$ cat src/rtl/tt_sweep_capture_pkg.sv
// Shared types and sizes for the truth-table sweep/capture stage.
package tt_pkg;

  localparam int TT_VEC_W = 3;
  localparam int TT_ROWS  = 8;
  localparam int TT_CNT_W = 8;

  typedef enum logic [1:0] {
    IDLE,
    SETTLE,
    SAMPLE,
    DONE
  } tt_state_t;

endpackage

$ cat src/rtl/tt_sweep_capture_if.sv
// Control and gate-side signals of the sweep/capture stage; master is the environment, slave the stage.
interface tt_sweep_capture_if;
  import tt_pkg::*;

  logic               start;
  logic               dut_out;
  logic               in1;
  logic               in2;
  logic               in3;
  logic               busy;
  logic               done;
  logic               pass;
  logic [TT_ROWS-1:0] tt_observed;
  logic [TT_ROWS-1:0] error_mask;

  modport master (
    output start, dut_out,
    input  in1, in2, in3, busy, done, pass, tt_observed, error_mask
  );

  modport slave (
    input  start, dut_out,
    output in1, in2, in3, busy, done, pass, tt_observed, error_mask
  );

endinterface

$ cat src/rtl/tt_sweep_capture_sync2.sv
// Two-flop synchronizer bringing the asynchronous gate output into the clk domain.
module sync2 (
  input  logic clk,
  input  logic rst_n,
  input  logic d,
  output logic q
);

  logic sync_p0;
  logic sync_p1;

  always_ff @(posedge clk or negedge rst_n) begin
    if (!rst_n) begin
      sync_p0 <= 1'b0;
      sync_p1 <= 1'b0;
    end else begin
      sync_p0 <= d;
      sync_p1 <= sync_p0;
    end
  end

  assign q = sync_p1;

endmodule

$ cat src/rtl/tt_sweep_capture.sv
// Drives a 3-input gate through all 8 vectors, captures its output per vector and
// compares the observed truth table against EXPECTED_TT.
module tt_sweep_capture
  import tt_pkg::*;
#(
  parameter int unsigned        SETTLE_CYCLES = 4,
  parameter logic [TT_ROWS-1:0] EXPECTED_TT   = 8'hBA
) (
  input logic          clk,
  input logic          rst_n,
  tt_sweep_capture_if.slave bus
);

  localparam logic [TT_CNT_W-1:0] CNT_LAST = TT_CNT_W'(SETTLE_CYCLES - 1);
  localparam logic [TT_VEC_W-1:0] VEC_LAST = TT_VEC_W'(TT_ROWS - 1);

  tt_state_t           state, state_nxt;
  logic [TT_VEC_W-1:0] vec, vec_nxt;
  logic [TT_CNT_W-1:0] cnt, cnt_nxt;
  logic [TT_ROWS-1:0]  tt_obs, tt_obs_nxt;
  logic [TT_ROWS-1:0]  err_mask, err_mask_nxt;
  logic                pass_r, pass_nxt;
  logic                dut_sync;

  sync2 u_sync (
    .clk   (clk),
    .rst_n (rst_n),
    .d     (bus.dut_out),
    .q     (dut_sync)
  );

  always_ff @(posedge clk or negedge rst_n) begin
    if (!rst_n) begin
      state    <= IDLE;
      vec      <= '0;
      cnt      <= '0;
      tt_obs   <= '0;
      err_mask <= '0;
      pass_r   <= 1'b0;
    end else begin
      state    <= state_nxt;
      vec      <= vec_nxt;
      cnt      <= cnt_nxt;
      tt_obs   <= tt_obs_nxt;
      err_mask <= err_mask_nxt;
      pass_r   <= pass_nxt;
    end
  end

  always_comb begin
    state_nxt    = state;
    vec_nxt      = vec;
    cnt_nxt      = cnt;
    tt_obs_nxt   = tt_obs;
    err_mask_nxt = err_mask;
    pass_nxt     = pass_r;
    case (state)
      IDLE: begin
        if (bus.start) begin
          vec_nxt      = '0;
          cnt_nxt      = '0;
          tt_obs_nxt   = '0;
          err_mask_nxt = '0;
          pass_nxt     = 1'b0;
          state_nxt    = SETTLE;
        end
      end
      SETTLE: begin
        cnt_nxt = cnt + TT_CNT_W'(1);
        if (cnt == CNT_LAST) state_nxt = SAMPLE;
      end
      SAMPLE: begin
        tt_obs_nxt[vec] = dut_sync;
        if (vec == VEC_LAST) begin
          // Compare against the table that already includes this last row, so
          // pass/error_mask are valid in the same cycle that done is raised.
          pass_nxt     = (tt_obs_nxt == EXPECTED_TT);
          err_mask_nxt = tt_obs_nxt ^ EXPECTED_TT;
          vec_nxt      = '0;
          state_nxt    = DONE;
        end else begin
          vec_nxt   = vec + TT_VEC_W'(1);
          cnt_nxt   = '0;
          state_nxt = SETTLE;
        end
      end
      DONE: begin
        state_nxt = IDLE;
      end
      default: begin
        state_nxt = IDLE;
      end
    endcase
  end

  assign bus.in1         = vec[2];
  assign bus.in2         = vec[1];
  assign bus.in3         = vec[0];
  assign bus.busy        = (state == SETTLE) || (state == SAMPLE);
  assign bus.done        = (state == DONE);
  assign bus.pass        = pass_r;
  assign bus.tt_observed = tt_obs;
  assign bus.error_mask  = err_mask;

endmodule

$ cat src/flat_wrapper.sv
// flat-port wrapper written by rule: the top's interface ports become plain ports
module tt_sweep_capture_flat import tt_pkg::*;
#(
  parameter int unsigned        SETTLE_CYCLES = 4,
  parameter logic [TT_ROWS-1:0] EXPECTED_TT   = 8'hBA
)
  (clk, rst_n, bus_start, bus_dut_out, bus_in1, bus_in2, bus_in3, bus_busy, bus_done, bus_pass, bus_tt_observed, bus_error_mask);
  tt_sweep_capture_if bus_i ();
  input logic clk;
  input logic rst_n;
  input wire logic [$bits(bus_i.start)-1:0] bus_start;
  input wire logic [$bits(bus_i.dut_out)-1:0] bus_dut_out;
  output wire logic [$bits(bus_i.in1)-1:0] bus_in1;
  output wire logic [$bits(bus_i.in2)-1:0] bus_in2;
  output wire logic [$bits(bus_i.in3)-1:0] bus_in3;
  output wire logic [$bits(bus_i.busy)-1:0] bus_busy;
  output wire logic [$bits(bus_i.done)-1:0] bus_done;
  output wire logic [$bits(bus_i.pass)-1:0] bus_pass;
  output wire logic [$bits(bus_i.tt_observed)-1:0] bus_tt_observed;
  output wire logic [$bits(bus_i.error_mask)-1:0] bus_error_mask;
  assign bus_i.start = bus_start;
  assign bus_i.dut_out = bus_dut_out;
  assign bus_in1 = bus_i.in1;
  assign bus_in2 = bus_i.in2;
  assign bus_in3 = bus_i.in3;
  assign bus_busy = bus_i.busy;
  assign bus_done = bus_i.done;
  assign bus_pass = bus_i.pass;
  assign bus_tt_observed = bus_i.tt_observed;
  assign bus_error_mask = bus_i.error_mask;
  tt_sweep_capture #(.SETTLE_CYCLES(SETTLE_CYCLES), .EXPECTED_TT(EXPECTED_TT)) u_core (.clk(clk), .rst_n(rst_n), .bus(bus_i));
endmodule
$ cat config.mk
export PLATFORM = sky130hd
export DESIGN_NAME = tt_sweep_capture_flat
export DESIGN_NICKNAME = d
export VERILOG_FILES = /design/src/rtl/tt_sweep_capture_pkg.sv /design/src/rtl/tt_sweep_capture_if.sv /design/src/rtl/tt_sweep_capture_sync2.sv /design/src/rtl/tt_sweep_capture.sv /design/src/flat_wrapper.sv
export SDC_FILE = /design/constraint.sdc
export NUM_CORES = 1
export LEC_CHECK = 0
export CAP_MARGIN = 20
export CORE_AREA = 2 2 81 83
export CTS_BUF_LIST = sky130_fd_sc_hd__clkbuf_8
export DETAILED_ROUTE_END_ITERATION = 8
export DIE_AREA = 0 0 83 85
export PLACE_DENSITY = 0.55
export SLEW_MARGIN = 20
export SYNTH_ARGS = -nofsm -noshare
export SYNTH_HDL_FRONTEND = slang
export SYNTH_SLANG_ARGS = --single-unit
$ cat constraint.sdc
create_clock -name clk -period 2.3 [get_ports clk]
set_clock_uncertainty 0.1 [all_clocks]
set_input_delay 0.23 -clock clk [delete_from_list [all_inputs] [get_ports clk]]
set_output_delay 0.23 -clock clk [all_outputs]
set_load 0.005 [all_outputs]
==> flow_summary.yaml <==
place:
  place_inst: 292
  dp_hpwl_mm: 2.87
  gp_congestion: 0.808
  io_buffers: 25
detailed_routing:
  viasPerCell: 5.09
  initialDrtViolationCount: 62
  ant_nets: 0
  drc_errors: 0
  drt_first_pass_iters: 4
  vias: 1521
  wl_per_cell_um: 13.9
  drt-total-wl_mm: 4.15
worst_setup_path:
  path_class: "reg2out"
  crit_chain: "inv_1, ha_1, clkdlybuf4s50_1"
  cp_slowest_cell: "clkdlybuf4s50_1"
  setup.worst_path.start_class: "flop"
  worstPathRequired_ns: 1.97
  slowest_delay_ns: 0.49
  reg2reg_slack_ns: 0.40
  critical-path-top-delay-family: "buffers and inverters"
  rr_worst_depth: 6
  worstPathArrival_ns: 1.57
  r2r-start: "u_core.state[0]$_DFFE_PN0P_"
  crit_path_end_kind: "output pin"
  cp_num_buf_inv: 2
  worstReg2RegEnd: "u_core.cnt[6]$_DFFE_PN0P_"
  crit_path_max_fanout: 5
finish:
  drive_above_1_share: 0.0811
  syn_to_final_growth_pct: 24.5
  antenna_cells: 0
  nNetsFinal: 234
  layoutNonFillerInstCount: 299
clocking:
  htree_levels: 2
  cts_root_buffer: "clkbuf_8"
  cts.sinks: 32
  clkTransAtPathRegs_ns: 0.07
  post_cts_resized: 0
  hold_buffers: 0
  clock_path_buffers: 2
  numCtsBuffers: 5
  post_cts_buffers: 0
  worstSkewPairLatency_ns: 0.28
  tritoncts: "yes"
power:
  p_seq_frac: 0.343
  p_leak_nw: 0.965
  power.density_nw_per_um2: 1030
  p_sw_mw: 0.921
  irDropWorstVdd_mv: 0.505
  netSwitchingFraction: 0.396
  p_clk_frac: 0.173
  p_int_mw: 1.40
  p_comb_frac: 0.484
synthesis:
  synth-xor-area-share: 0
  ys.flop_type: "dfrtp_1"
  yosysTopAreaCell: "dfrtp_1"
  synth_cell_types: 40
  ys_seq_elements: 32
  synth_nets: 205
  synth_top_family_by_area: "compound AO/OA/AOI/OAI gates"
  synth-simple-area-share: 0.201
  synthTopCellsByArea: "dfrtp_1, o21ai_0, ha_1, nand2_1, mux2i_1"
  ys_top_cells_by_count: "dfrtp_1, o21ai_0, nand2_1"
  yosysTopAreaCellShare: 0.443
  synth-edff-count: 0
  netlist_instances: 193
  ys_warn_count: 0
  ys_async_sr_fraction: 1.00
  syn_area_um2: 1810
  yosysMostFrequentCell: "dfrtp_1"
  ys_seq_area_frac: 0.443
  synth_adder_area_share: 0.0554
  synth_compound_area_frac: 0.214
  synth.area.mux_share: 0.0450
  syn_area_per_cell_um2: 9.37
timing:
  drv_slew: 0
  fin_tns_setup_ns: 0
  hold_violations: 0
  worstMarginPinSlew_ns: 0.419
  min_period_ns: 1.90
  fin_crit_sh: 0.827
  slew_headroom: 0.721
  fmax_ghz: 0.526
  setup_violations: 0
  rsz0062_at_grt: "false"
die:
  die_w_um: 83
  coreArea_um2: 6200
  num_rows: 29
  dieArea_um2: 7060
  io_pins: 26
  die_y_um: 85
  start_util: 0.291
run:
  cap_violations: 0
global_route:
  grt_overflow_total: 0
  grtUsageTotal: 0.125
  grt_max_degree: 33
  antenna_found_initial: 0
  grt_pass1_wl_mm: 7.18
  grt_pass1_vias: 1464
min_path:
  min_path_type: "in2async"
outcome:
  status: "completed"
-- worst reg2reg max path: stages, from the launching register on --
cell and delay (ns):
dfrtp_1 0.41, inv_1 0.10, ha_1 0.34, a21o_1 0.21, or4_1 0.38, o21ai_0 0.16, a22o_1 0.14
-- registers in the layout, indices dropped and copies added (netlist names) --
register                flops
u_core.bus.error_mask       8
u_core.bus.pass             1
u_core.bus.tt_observed      8
u_core.cnt                  8
u_core.state                2
u_core.u_sync.q             1
u_core.u_sync.sync_p0       1
u_core.vec                  3
-- kinds of logic (layout without fill, tap and decap cells) --
logic type	count (synthesis)	count (layout)
simple gates	67	67
compound gates	59	59
flops	32	32
buf+inv	19	48
fa+ha+maj	8	8
mux	8	8
-- per-stage QoR --
step / hold WS, ns / instance area, µm² / util / setup slack, ns / total power, mW
after floorplan: -0.166 / 1810 / - / 0.450 / 1.46
after global placement: 0.236 / 2170 / 0.350 / 0.449 / 1.94
after detailed placement: 0.241 / 2170 / 0.350 / 0.393 / 1.94
after CTS: 0.256 / 2250 / 0.363 / 0.380 / 2.35
after global routing: 0.263 / 2250 / 0.363 / 0.223 / 2.52
final: 0.249 / 2250 / 0.363 / 0.398 / 2.33
-- layout by cell type (no fill, tap or decap), drive strengths merged, types with 4 or more instances in the layout --
cell	instances
a21oi	4
a22o	6
a31oi	8
buf	9
clkbuf	5
clkdlybuf4s50	25
dfrtp	32
ha	8
inv	8
mux2i	7
nand2	23
nand3	7
nand3b	4
nor2	4
nor2b	10
o21ai	25
o31ai	4
-- worst max path at each step --
stage                                  end                        start  slack, ns  cells past startpoint
5_1_grt          u_core.cnt[2]$_DFFE_PN0P_  u_core.state[0]$_DFFE_PN0P_       0.22                      6
2_1_floorplan    u_core.cnt[5]$_DFFE_PN0P_    u_core.vec[0]$_DFFE_PN0P_       0.45                      7
6_report                          bus_busy  u_core.state[0]$_DFFE_PN0P_       0.40                      3
3_5_place_dp   u_core.bus.pass$_DFFE_PN0P_  u_core.state[0]$_DFFE_PN0P_       0.39                      6
4_1_cts                           bus_busy  u_core.state[0]$_DFFE_PN0P_       0.38                      3
3_3_place_gp     u_core.cnt[2]$_DFFE_PN0P_                    bus_start       0.45                      5
-- final cells by class --
type	count	area, µm²
Clock buffer	5	68.8
Clock inverter	2	8.76
Fill cell	601	3950
Inverter	7	26.3
Multi-Input combinational cell	142	932
Sequential cell	32	801
Tap cell	77	96.3
Timing Repair Buffer	34	318
-- power groups by stage --
| stage | sequential [mW] | combinational [mW] | clock (mW) |
|---|---|---|---|
| global route | 0.819 | 1.25 | 0.446 |
| global placement | 0.805 | 1.13 | 0 |
| CTS | 0.798 | 1.14 | 0.415 |
| floorplan | 0.809 | 0.651 | 0 |
| finish | 0.797 | 1.13 | 0.402 |
| detailed placement | 0.809 | 1.13 | 0 |
-- routing by layer --
metal	vias up	share of wire	GRT usage
met5	-	0	0
met4	0	0.018	0.0402
li1	756	-	-
met1	722	0.51	0.172
met3	6	0.044	0.0379
met2	37	0.43	0.190
Note: power is estimated with default switching activity, not from simulation.
==> RTL change (config.mk and constraints unchanged) <==
Make the reset (`rst_n`) synchronous in 2 clocked blocks. Comments in the files are not updated.
--- a/src/rtl/tt_sweep_capture_sync2.sv
+++ b/src/rtl/tt_sweep_capture_sync2.sv
@@ -11,3 +11,3 @@
 
-  always_ff @(posedge clk or negedge rst_n) begin
+  always_ff @(posedge clk) begin
     if (!rst_n) begin
--- a/src/rtl/tt_sweep_capture.sv
+++ b/src/rtl/tt_sweep_capture.sv
@@ -31,3 +31,3 @@
 
-  always_ff @(posedge clk or negedge rst_n) begin
+  always_ff @(posedge clk) begin
     if (!rst_n) begin
Function: differs if rst_n is asserted again (counterexample within 4 cycles, from zero or initial values and one cycle with rst_n low); with rst_n held inactive, the same outputs for 10 cycles.
==> RTL change against the unedited design <==
Count of clock-buffer cells in the layout did not move. Wire length down 18%. Final cell count decreased by 10%. Critical path type is now reg2reg. Largest cell class unchanged. Worst setup slack lost 0.098 ns. Sequential cell count unchanged. Sequential share of layout area decreased by 3.5 points. Area after synthesis is 14% lower. Cell area shrank 11%.
Power is not compared: it rests on default switching activity, and its combinational part moved more than twofold at a synthesized area within 25%.
==> RTL change: results (changes against the unedited design) <==
Finish
  – Fill cells: 639 (+6.3%)
  – Layout cells sized above 1: 12.0% (+3.9 points)
  – Register area: 641 sq um (-20%)
  – Finished Layout Cells: 268 (-10%)

Timing
  – WHS: 0.335 ns (+0.0858 ns)

Synthesis
  – Sequential-to-total area share from yosys stat: 41.3% (-3.0 points)
  – Synth top area cells: dfxtp_1, ha_1, mux2i_1, a2bb2oi_1, nor2_1
  – Syn Area/Cell: 9.70 sq um (+3.6%)
  – Synth cell count leaders: dfxtp_1, nor2_1, nand2_1
  – Net Count, Synth: 172 (-16%)

Setup path
  – CP Max Fanout: 11 (+6)
  – Reg2Reg Setup Slack: 0.30 ns (-0.10 ns)
  – Data arrival time of the critical path: 2.11 ns (+0.54 ns)
  – Worst r2r src: u_core.vec[0]

Place
  – Post-DP HPWL: 2500 um (-13%)
  – Dpl cells: 260 (-11%)
  – Post-place setup slack: 0.330 ns (-0.0627 ns)
  – Routability cong.: 0.730 (-9.6%)
  – Dpl cell area: 1890 sq um (-13%)

Detailed routing
  – Drt wl/cell: 12.8 um (-8.2%)
  – Total vias in the final route: 1236 (-19%)
  – 1st-iter DRT viols: 77 (+24%)

Global route
  – Number of global-route vias before repair: 1148 (-22%)
  – Largest net degree at the start of global routing: 16 (-52%)
  – First-pass GRT wire length: 5600 um (-22%)

Worst hold path
  – Worst Hold Class: reg2reg

Outcome
  – Outcome: finished, final reports clean
[RTL change: cell types whose count changed after synthesis, sizes merged, moves of 7 or more]
cell / change
dfxtp: +32
dfrtp: -32
o21ai: -22
a2bb2oi: +7
nor2: +12
a31oi: -7
nand2: -14
nor2b: -8
[RTL change: worst max path at each step]
stage                     slack (ns)               to            start  depth (start not counted)
final                           0.30    u_core.cnt[6]    u_core.vec[0]                          6
after CTS                       0.31    u_core.cnt[6]    u_core.vec[0]                          6
after global routing            0.11    u_core.cnt[4]  u_core.state[0]                          6
after floorplan                 0.45  u_core.bus.pass    u_core.vec[2]                          5
after global placement          0.36  u_core.bus.pass    u_core.vec[1]                          4
after detailed placement        0.33    u_core.cnt[6]    u_core.vec[0]                          6
[RTL change: cell type report]
class,instances,area share (%)
timing repair buffer,30,14.4
multi-input combinational,117,42.5
clock buffer,5,3.45
inverter,4,0.752
sequential,32,32.1
clock inverter,3,1.94
tap,77,4.83
[RTL change: per-layer routing]
metal  wire [um]  vias up  share of wire, %  global-route usage (%)
li1            -      635                 -                       -
met5           0        -                 0                       0
met4          75        0               2.2                    4.62
met1        1710      571                50                    13.3
met3          82        7               2.4                    2.33
met2        1550       23                45                    14.8
[RTL change: worst max-delay path, cell delays in order (launching register included)]
cell and delay (ns):
dfxtp_1 0.41, ha_1 0.25, ha_1 0.24, a21oi_1 0.28
nand4_1 0.18, or3_1 0.34, a21oi_1 0.14
[RTL change: cells by family (layout without fill, tap and decap cells)]
group / count (synthesis) / count (layout) / share of synthesized area (%)
compound gates: 32 / 32 / 16.6
xor+xnor: 6 / 6 / 3.38
fa+ha+maj: 8 / 8 / 6.45
buf+inv: 11 / 42 / 4.11
flops: 32 / 32 / 41.3
mux: 9 / 9 / 5.88
simple gates: 62 / 62 / 22.3
